### config.mk
export PLATFORM = sky130hd
export DESIGN_NAME = fb_scanout
export DESIGN_NICKNAME = d
export VERILOG_FILES = /design/src/rtl/dpa_pkg.sv /design/src/rtl/scanout_fifo.sv /design/src/rtl/fb_scanout.sv
export SDC_FILE = /design/constraint.sdc
export NUM_CORES = 1
export LEC_CHECK = 0
export BUFFER_PORTS_ARGS = -buffer_cell sky130_fd_sc_hd__clkbuf_2
export CAP_MARGIN = 10
export CELL_PAD_IN_SITES_DETAIL_PLACEMENT = 2
export CELL_PAD_IN_SITES_GLOBAL_PLACEMENT = 2
export CORE_MARGIN = 2
export CORE_UTILIZATION = 37
export CTS_CLUSTER_SIZE = 25
export DETAILED_ROUTE_END_ITERATION = 6
export PLACE_DENSITY_LB_ADDON = 0.08
export SLEW_MARGIN = 40
export SYNTH_ARGS = -nofsm -noshare
export SYNTH_HDL_FRONTEND = slang
export SYNTH_SLANG_ARGS = --single-unit
### constraint.sdc
create_clock -name clk -period 6.3 [get_ports clk]
set_input_delay 1.26 -clock clk [delete_from_list [all_inputs] [get_ports clk]]
set_output_delay 1.26 -clock clk [all_outputs]
set_load 0.05 [all_outputs]
### src/rtl/dpa_pkg.sv
// dpa_pkg: shared definitions for the DPA image-memory blocks.
// Holds the default frame geometry and bus widths, the scan-out FSM state
// encoding and the per-pixel line/frame marker bundle.
package dpa_pkg;

  localparam int DPA_ADDR_W = 20;   // image-memory address width
  localparam int DPA_PIX_W  = 24;   // RGB888 pixel
  localparam int DPA_FB_W   = 256;  // frame width in pixels
  localparam int DPA_FB_H   = 256;  // frame height in lines

  typedef enum logic [1:0] {
    IDLE  = 2'd0,
    FETCH = 2'd1,
    DRAIN = 2'd2
  } scan_state_e;

  typedef struct packed {
    logic sol;
    logic eol;
    logic sof;
    logic eof;
  } pix_mark_t;

endpackage

### src/rtl/scanout_fifo.sv
// scanout_fifo: synchronous first-word-fall-through pixel FIFO.
// The head entry is always presented on rd_data straight from the storage
// registers, so a word written at the end of cycle T is visible in T+1.
// Ports:
//   clk, reset      clock, asynchronous active-high reset
//   wr_en, wr_data  push one word (dropped only if full with no pop)
//   rd_en           pop the head word (ignored when empty)
//   rd_data         current head word
//   count           number of stored words
//   empty           no word stored
module scanout_fifo #(
  parameter int PIX_W      = 24,
  parameter int FIFO_DEPTH = 4
) (
  input  logic                            clk,
  input  logic                            reset,
  input  logic                            wr_en,
  input  logic [PIX_W-1:0]                wr_data,
  input  logic                            rd_en,
  output logic [PIX_W-1:0]                rd_data,
  output logic [$clog2(FIFO_DEPTH):0]     count,
  output logic                            empty
);

  localparam int AW = $clog2(FIFO_DEPTH);
  localparam int CW = AW + 1;

  logic [PIX_W-1:0] mem [FIFO_DEPTH];
  logic [AW-1:0]    wr_ptr;
  logic [AW-1:0]    rd_ptr;
  logic             do_rd;
  logic             do_wr;

  assign empty   = (count == CW'(0));
  assign rd_data = mem[rd_ptr];
  assign do_rd   = rd_en && !empty;
  // A push into a full FIFO is only legal when the head leaves the same cycle.
  assign do_wr   = wr_en && ((count < CW'(FIFO_DEPTH)) || do_rd);

  // Storage, pointers and occupancy; a simultaneous push and pop leaves count alone.
  always_ff @(posedge clk or posedge reset) begin
    if (reset) begin
      for (int i = 0; i < FIFO_DEPTH; i++) begin
        mem[i] <= '0;
      end
      wr_ptr <= '0;
      rd_ptr <= '0;
      count  <= '0;
    end else begin
      if (do_wr) begin
        mem[wr_ptr] <= wr_data;
        wr_ptr      <= wr_ptr + AW'(1'b1);
      end
      if (do_rd) begin
        rd_ptr <= rd_ptr + AW'(1'b1);
      end
      count <= count + CW'(do_wr) - CW'(do_rd);
    end
  end

endmodule

### src/rtl/fb_scanout.sv
// fb_scanout: reads one FB_W x FB_H frame from image memory starting at a
// base address latched on start, and streams the pixels in raster order over
// a valid/ready port with line and frame markers.
// Ports:
//   clk, reset                 clock, asynchronous active-high reset
//   start, fb_base             begin a frame at fb_base (ignored while busy)
//   busy                       frame in progress
//   mem_req, mem_addr, mem_gnt request/grant read port (registered request)
//   mem_rvalid, mem_rdata      read return, one cycle after the grant
//   pix_valid, pix_ready       downstream handshake
//   pix_data                   pixel value
//   pix_sol/eol/sof/eof        first/last pixel of line/frame
module fb_scanout #(
  parameter int ADDR_W     = dpa_pkg::DPA_ADDR_W,
  parameter int PIX_W      = dpa_pkg::DPA_PIX_W,
  parameter int FB_W       = dpa_pkg::DPA_FB_W,
  parameter int FB_H       = dpa_pkg::DPA_FB_H,
  parameter int FIFO_DEPTH = 4
) (
  input  logic              clk,
  input  logic              reset,
  input  logic              start,
  input  logic [ADDR_W-1:0] fb_base,
  output logic              busy,
  output logic              mem_req,
  output logic [ADDR_W-1:0] mem_addr,
  input  logic              mem_gnt,
  input  logic              mem_rvalid,
  input  logic [PIX_W-1:0]  mem_rdata,
  output logic              pix_valid,
  input  logic              pix_ready,
  output logic [PIX_W-1:0]  pix_data,
  output logic              pix_sol,
  output logic              pix_eol,
  output logic              pix_sof,
  output logic              pix_eof
);

  import dpa_pkg::*;

  localparam int XW = $clog2(FB_W);
  localparam int YW = $clog2(FB_H);
  localparam int CW = $clog2(FIFO_DEPTH) + 1;
  localparam logic [XW-1:0] X_LAST = XW'(FB_W - 1);
  localparam logic [YW-1:0] Y_LAST = YW'(FB_H - 1);

  scan_state_e       state, state_nxt;
  logic [ADDR_W-1:0] base_q, base_nxt;
  logic [XW-1:0]     rx, rx_nxt, ox, ox_nxt;
  logic [YW-1:0]     ry, ry_nxt, oy, oy_nxt;
  logic              outstanding;
  logic              req_nxt;
  logic [ADDR_W-1:0] addr_nxt;
  logic [CW-1:0]     fifo_count, count_nxt;
  logic              fifo_empty;
  logic              grant, start_ok, last_req, fire, wr_en, drain_done;
  pix_mark_t         mark;

  assign grant     = mem_req && mem_gnt;
  assign start_ok  = start && (state == IDLE);
  assign last_req  = (rx == X_LAST) && (ry == Y_LAST);
  assign pix_valid = !fifo_empty;
  assign fire      = pix_valid && pix_ready;
  // Returns are only meaningful inside a frame; anything arriving while idle
  // (e.g. a read granted just before a reset) is dropped.
  assign wr_en     = mem_rvalid && (state != IDLE);
  assign drain_done = fire && mark.eof && !outstanding
                      && (fifo_count == CW'(1)) && !wr_en;

  scanout_fifo #(
    .PIX_W      (PIX_W),
    .FIFO_DEPTH (FIFO_DEPTH)
  ) u_fifo (
    .clk     (clk),
    .reset   (reset),
    .wr_en   (wr_en),
    .wr_data (mem_rdata),
    .rd_en   (fire),
    .rd_data (pix_data),
    .count   (fifo_count),
    .empty   (fifo_empty)
  );

  // Markers decode the output position; they are forced low with no pixel shown.
  always_comb begin
    mark = '0;
    if (pix_valid) begin
      mark.sol = (ox == '0);
      mark.eol = (ox == X_LAST);
      mark.sof = (ox == '0) && (oy == '0);
      mark.eof = (ox == X_LAST) && (oy == Y_LAST);
    end else begin
      mark = '0;
    end
  end

  assign pix_sol = mark.sol;
  assign pix_eol = mark.eol;
  assign pix_sof = mark.sof;
  assign pix_eof = mark.eof;

  // Next-state, counter stepping, credit check and next request address.
  always_comb begin
    state_nxt = state;
    base_nxt  = base_q;
    rx_nxt    = rx;
    ry_nxt    = ry;
    ox_nxt    = ox;
    oy_nxt    = oy;

    case (state)
      IDLE: begin
        if (start) state_nxt = FETCH;
        else       state_nxt = IDLE;
      end
      FETCH: begin
        if (grant && last_req) state_nxt = DRAIN;
        else                   state_nxt = FETCH;
      end
      DRAIN: begin
        if (drain_done) state_nxt = IDLE;
        else            state_nxt = DRAIN;
      end
      default: state_nxt = IDLE;
    endcase

    if (start_ok) begin
      base_nxt = fb_base;
      rx_nxt   = '0;
      ry_nxt   = '0;
      ox_nxt   = '0;
      oy_nxt   = '0;
    end else begin
      if (grant) begin
        rx_nxt = rx + XW'(1'b1);
        if (rx == X_LAST) ry_nxt = ry + YW'(1'b1);
        else              ry_nxt = ry;
      end else begin
        rx_nxt = rx;
        ry_nxt = ry;
      end
      if (fire) begin
        ox_nxt = ox + XW'(1'b1);
        if (ox == X_LAST) oy_nxt = oy + YW'(1'b1);
        else              oy_nxt = oy;
      end else begin
        ox_nxt = ox;
        oy_nxt = oy;
      end
    end

    // Credits are evaluated on next-cycle occupancy so the registered request
    // never asks for more than the FIFO can absorb.
    count_nxt = fifo_count + CW'(wr_en) - CW'(fire);
    req_nxt   = (state_nxt == FETCH) && ((count_nxt + CW'(grant)) < CW'(FIFO_DEPTH));
    // FB_W is a power of two, so {ry,rx} is ry*FB_W+rx; the add wraps at 2^ADDR_W.
    addr_nxt  = base_nxt + ADDR_W'({ry_nxt, rx_nxt});
  end

  // State, counters and the registered request/busy outputs.
  always_ff @(posedge clk or posedge reset) begin
    if (reset) begin
      state       <= IDLE;
      base_q      <= '0;
      rx          <= '0;
      ry          <= '0;
      ox          <= '0;
      oy          <= '0;
      outstanding <= 1'b0;
      mem_req     <= 1'b0;
      mem_addr    <= '0;
      busy        <= 1'b0;
    end else begin
      state       <= state_nxt;
      base_q      <= base_nxt;
      rx          <= rx_nxt;
      ry          <= ry_nxt;
      ox          <= ox_nxt;
      oy          <= oy_nxt;
      outstanding <= grant;
      mem_req     <= req_nxt;
      mem_addr    <= addr_nxt;
      busy        <= (state_nxt != IDLE);
    end
  end

endmodule

==> impl_metrics.xml <==
<?xml version="1.0" encoding="UTF-8"?>
<metrics>
  <group name="status">
    <metric name="outcome" unit="">completed</metric>
  </group>
  <group name="cts">
    <metric name="clkSlewWorstSetupHoldPaths" unit="ns">0.07</metric>
    <metric name="cts_root_buf" unit="">clkbuf_16</metric>
    <metric name="cts.repair_timing.setup_buffer_count" unit="">0</metric>
    <metric name="count_of_instances_resized_after_the_clock_tree_is_built" unit="">0</metric>
    <metric name="clock_tree.htree_level_count" unit="">4</metric>
    <metric name="cts_hold_repair.buffers" unit="">0</metric>
    <metric name="tritoncts_clock_tree" unit="">yes</metric>
    <metric name="cts.sink_count" unit="">180</metric>
    <metric name="insertion_delay" unit="ns">0.42</metric>
    <metric name="cts_buffer_depth" unit="">2</metric>
    <metric name="cts_made_buffers" unit="">17</metric>
  </group>
  <group name="global_route">
    <metric name="first_global_vias" unit="">6282</metric>
    <metric name="grt.total_usage" unit="%">17.64</metric>
    <metric name="number_of_antenna_violations_at_the_first_check_in_global_routing" unit="">0</metric>
    <metric name="grt_first_pass_wirelength" unit="mm">33.51</metric>
    <metric name="grt.overflow.total" unit="">0</metric>
    <metric name="pin_count_of_the_biggest_net_entering_global_routing" unit="">74</metric>
  </group>
  <group name="detailed_routing">
    <metric name="drt_pre_antenna_iters" unit="">4</metric>
    <metric name="routed_wl_per_cell" unit="um">19.22</metric>
    <metric name="detailedRoute.firstIterationViolations" unit="">183</metric>
    <metric name="drc" unit="">0</metric>
    <metric name="route.final.wire_length" unit="mm">20.15</metric>
    <metric name="drtAntennaViolNets" unit="">0</metric>
    <metric name="route.vias.total" unit="">5412</metric>
    <metric name="route.detailed.vias_per_inst" unit="">5.164</metric>
  </group>
  <group name="worst_setup_path">
    <metric name="timing.critical_path.cells" unit="">clkbuf_2, nor3b_2, buf_4, mux2_2, ha_1, nand2_1, o32ai_1, nor3_1, a21boi_0, a21oi_1, xnor2_1</metric>
    <metric name="critical_path.max_stage_delay" unit="ns">0.57</metric>
    <metric name="cp-end-kind" unit="">flip-flop</metric>
    <metric name="rr_worst_depth" unit="">10</metric>
    <metric name="required" unit="ns">6.60</metric>
    <metric name="reg2reg_to" unit="">mem_addr[13]</metric>
    <metric name="timing.critical_path.buf_inv" unit="">2</metric>
    <metric name="worst-path-max-fanout" unit="">54</metric>
    <metric name="setup.worst_path.class" unit="">in -&gt; reg</metric>
    <metric name="worst_setup_path_startpoint" unit="">start</metric>
    <metric name="timing.critical_path.max_delay_family" unit="">compound AO/OA/AOI/OAI gates</metric>
    <metric name="timing.critical_path.from_type" unit="">input port</metric>
    <metric name="crit_path_arrival_time" unit="ns">4.31</metric>
    <metric name="crit_slowest_cell" unit="">buf_4</metric>
    <metric name="critical_path.reg2reg.startpoint" unit="">state[1]</metric>
    <metric name="regToRegSetupSlack" unit="ns">2.69</metric>
  </group>
  <group name="final_layout">
    <metric name="drive_gt1_share" unit="%">38.27</metric>
    <metric name="area_delta_synth_final" unit="%">15.46</metric>
    <metric name="multiInputGateArea" unit="mm^2">0.003807</metric>
    <metric name="postLayoutCoreUtil" unit="%">43.62</metric>
    <metric name="diodes" unit="">0</metric>
    <metric name="seq_area" unit="mm^2">0.004508</metric>
    <metric name="fillers" unit="">2327</metric>
    <metric name="postLayoutCellArea" unit="mm^2">0.009906</metric>
    <metric name="design.final.nets" unit="">833</metric>
  </group>
  <group name="job">
    <metric name="max-cap-violations" unit="">0</metric>
  </group>
  <group name="die">
    <metric name="die-area" unit="mm^2">0.02442</metric>
    <metric name="io_pins" unit="">101</metric>
    <metric name="rows" unit="">55</metric>
    <metric name="floorplan.initialDensity" unit="%">37.78</metric>
    <metric name="dieHeight" unit="um">156.3</metric>
    <metric name="fp.coreArea" unit="mm^2">0.02271</metric>
    <metric name="floorplan.die.width" unit="um">156.3</metric>
  </group>
  <group name="synth">
    <metric name="post_synth_main_area_contributors" unit="">dfrtp_1 (53%), mux2_2 (15%), mux4_2 (6.3%), ha_1 (4.5%), xnor2_1 (2.8%)</metric>
    <metric name="number_of_flops_mapped_to_enable_cells_by_yosys" unit="">0</metric>
    <metric name="dominantRegCellSynth" unit="">dfrtp_1</metric>
    <metric name="post_synth.cell_area_avg" unit="um^2">13.20</metric>
    <metric name="top_cell_types_by_occurrence_after_synthesis" unit="">dfrtp_1 (180), mux2_2 (115), nor2_1 (41), ha_1 (31), inv_1 (29)</metric>
    <metric name="syn_nets" unit="">733</metric>
    <metric name="share_of_yosys_cell_area_claimed_by_the_top_area_cell_type" unit="%">52.50</metric>
    <metric name="async_reset_ff_share" unit="%">100.0</metric>
    <metric name="synth_seq_area_share" unit="%">52.50</metric>
    <metric name="yosys_warnings" unit="">0</metric>
    <metric name="yosys.cell_count.top_type" unit="">dfrtp_1</metric>
    <metric name="netlist.top_cell.by_area" unit="">dfrtp_1</metric>
    <metric name="post_syn_instances" unit="">650</metric>
    <metric name="synthesis.area" unit="mm^2">0.008579</metric>
    <metric name="synth-seq-cells" unit="">180</metric>
    <metric name="netlist-cell-type-count" unit="">53</metric>
  </group>
  <group name="pwr">
    <metric name="total_power_divided_by_cell_area" unit="mW/mm^2">545.0</metric>
    <metric name="vdd.ir_drop.worst" unit="mV">0.1865</metric>
    <metric name="power.static_leakage" unit="nW">4.494</metric>
  </group>
  <group name="hold_path">
    <metric name="hold_crit_class" unit="">reg -&gt; reg</metric>
    <metric name="worstHoldStart" unit="">u_fifo.mem[49]</metric>
    <metric name="worstHoldEndpoint" unit="">u_fifo.mem[49]</metric>
    <metric name="holdPathStages" unit="">1</metric>
  </group>
  <group name="placement">
    <metric name="dp.final_hpwl" unit="mm">14.11</metric>
    <metric name="dpl_ws" unit="ns">1.788</metric>
    <metric name="buffer_ports.inserted" unit="">100</metric>
    <metric name="postPlaceCellArea" unit="mm^2">0.009316</metric>
    <metric name="gpl.final_weighted_congestion" unit="">0.7552</metric>
  </group>
  <group name="sta">
    <metric name="pin_slew_with_the_least_headroom_to_its_limit" unit="ns">0.7224</metric>
    <metric name="setup_repair_after_global_routing_missed_its_margin" unit="">false</metric>
    <metric name="number_of_pins_with_negative_max_slew_slack_in_the_final_report" unit="">0</metric>
    <metric name="setup-tns-final" unit="ns">0</metric>
    <metric name="setup_slack" unit="ns">2.283</metric>
    <metric name="fin_skew" unit="ns">0.01053</metric>
    <metric name="post-route-period-util" unit="%">63.76</metric>
    <metric name="max_clock_freq" unit="GHz">0.2490</metric>
    <metric name="final_hold_violations" unit="">0</metric>
    <metric name="setup_violations" unit="">0</metric>
    <metric name="relSlewSlack" unit="%">51.67</metric>
    <metric name="min_period" unit="ns">4.017</metric>
  </group>
</metrics>
[state kept, by name (all words and copies together) (netlist names)]
| name | count |
|---|---|
| mem_addr | 20 |
| busy | 1 |
| ry | 8 |
| base_q | 20 |
| rx | 8 |
| oy | 8 |
| state | 2 |
| u_fifo.mem | 96 |
| u_fifo.wr_ptr | 2 |
| mem_req | 1 |
| outstanding | 1 |
| u_fifo.rd_ptr | 2 |
| u_fifo.count | 3 |
| ox | 8 |
[routing by layer]
| metal | GRT usage, % | part of all wire, % | vias to the layer above |
|---|---|---|---|
| li1 | - | - | 2501 |
| met1 | 22.09 | 44 | 2831 |
| met2 | 31.66 | 53 | 71 |
| met3 | 3.074 | 2.6 | 9 |
| met4 | 4.325 | 0.70 | 0 |
| met5 | 0 | 0 | - |
[cells in the final DEF, fill, tap and decap left out, drive strengths merged, types with 2 or more instances in the layout]
cell,n
a2111oi,2
a21boi,4
a21o,3
a21oi,21
and2,4
and3,5
and4,3
buf,5
clkbuf,118
clkinv,2
clkinvlp,3
dfrtp,180
fa,2
ha,31
inv,37
mux2,115
mux2i,4
mux4,24
nand2,32
nand2b,3
nand3,12
nand4,11
nor2,41
nor2b,4
nor3,9
nor3b,2
nor4,5
nor4b,3
o21ai,10
o21bai,3
o31ai,2
or2,3
xnor2,27
xor2,21
[cells by family after synthesis]
family / after synthesis / share of synthesized area (%)
AO/OA/AOI/OAI: 55 / 4.230
XOR/XNOR: 48 / 4.900
adder cells (fa/ha/maj): 33 / 4.988
buffers and inverters: 53 / 3.179
flip-flops: 180 / 52.50
multiplexers: 143 / 21.86
AND/OR/NAND/NOR: 138 / 8.342
[worst max path at each step]
stage | endpoint | slack (ns) | depth (start not counted)
after floorplan | base_q[0] | 0.15 | 1
after global placement | mem_addr[13] | 1.85 | 11
after detailed placement | mem_addr[9] | 1.79 | 11
after CTS | mem_addr[9] | 2.24 | 11
after global routing | mem_addr[15] | 1.99 | 11
final | mem_addr[13] | 2.28 | 11
[power by group]
group / switching, mW / internal, mW / leakage (nW)
Sequential: 0.304 / 1.62 / 2.18
Clock: 0.487 / 0.558 / 0.274
Combinational: 1.48 / 0.953 / 2.04
[metrics by stage]
stage          instances  hold WS, ns  power [mW]
2_1_floorplan        650       0.4738       3.849
3_3_place_gp        1015       0.4809       4.297
3_5_place_dp        1015       0.4924       4.416
4_1_cts             1047       0.5083       5.497
5_1_grt             1048       0.5249       5.770
6_report            1048       0.5031       5.399
[cell type report]
class	count	share of cell area [%]
well taps	285	3.600
flip-flops and latches	180	45.51
inverters	29	1.149
clock inverters	14	1.415
clock buffers	18	4.332
multi-input cells	417	38.44
repair buffers	105	5.558
Note: power is estimated with default switching activity, not from simulation.
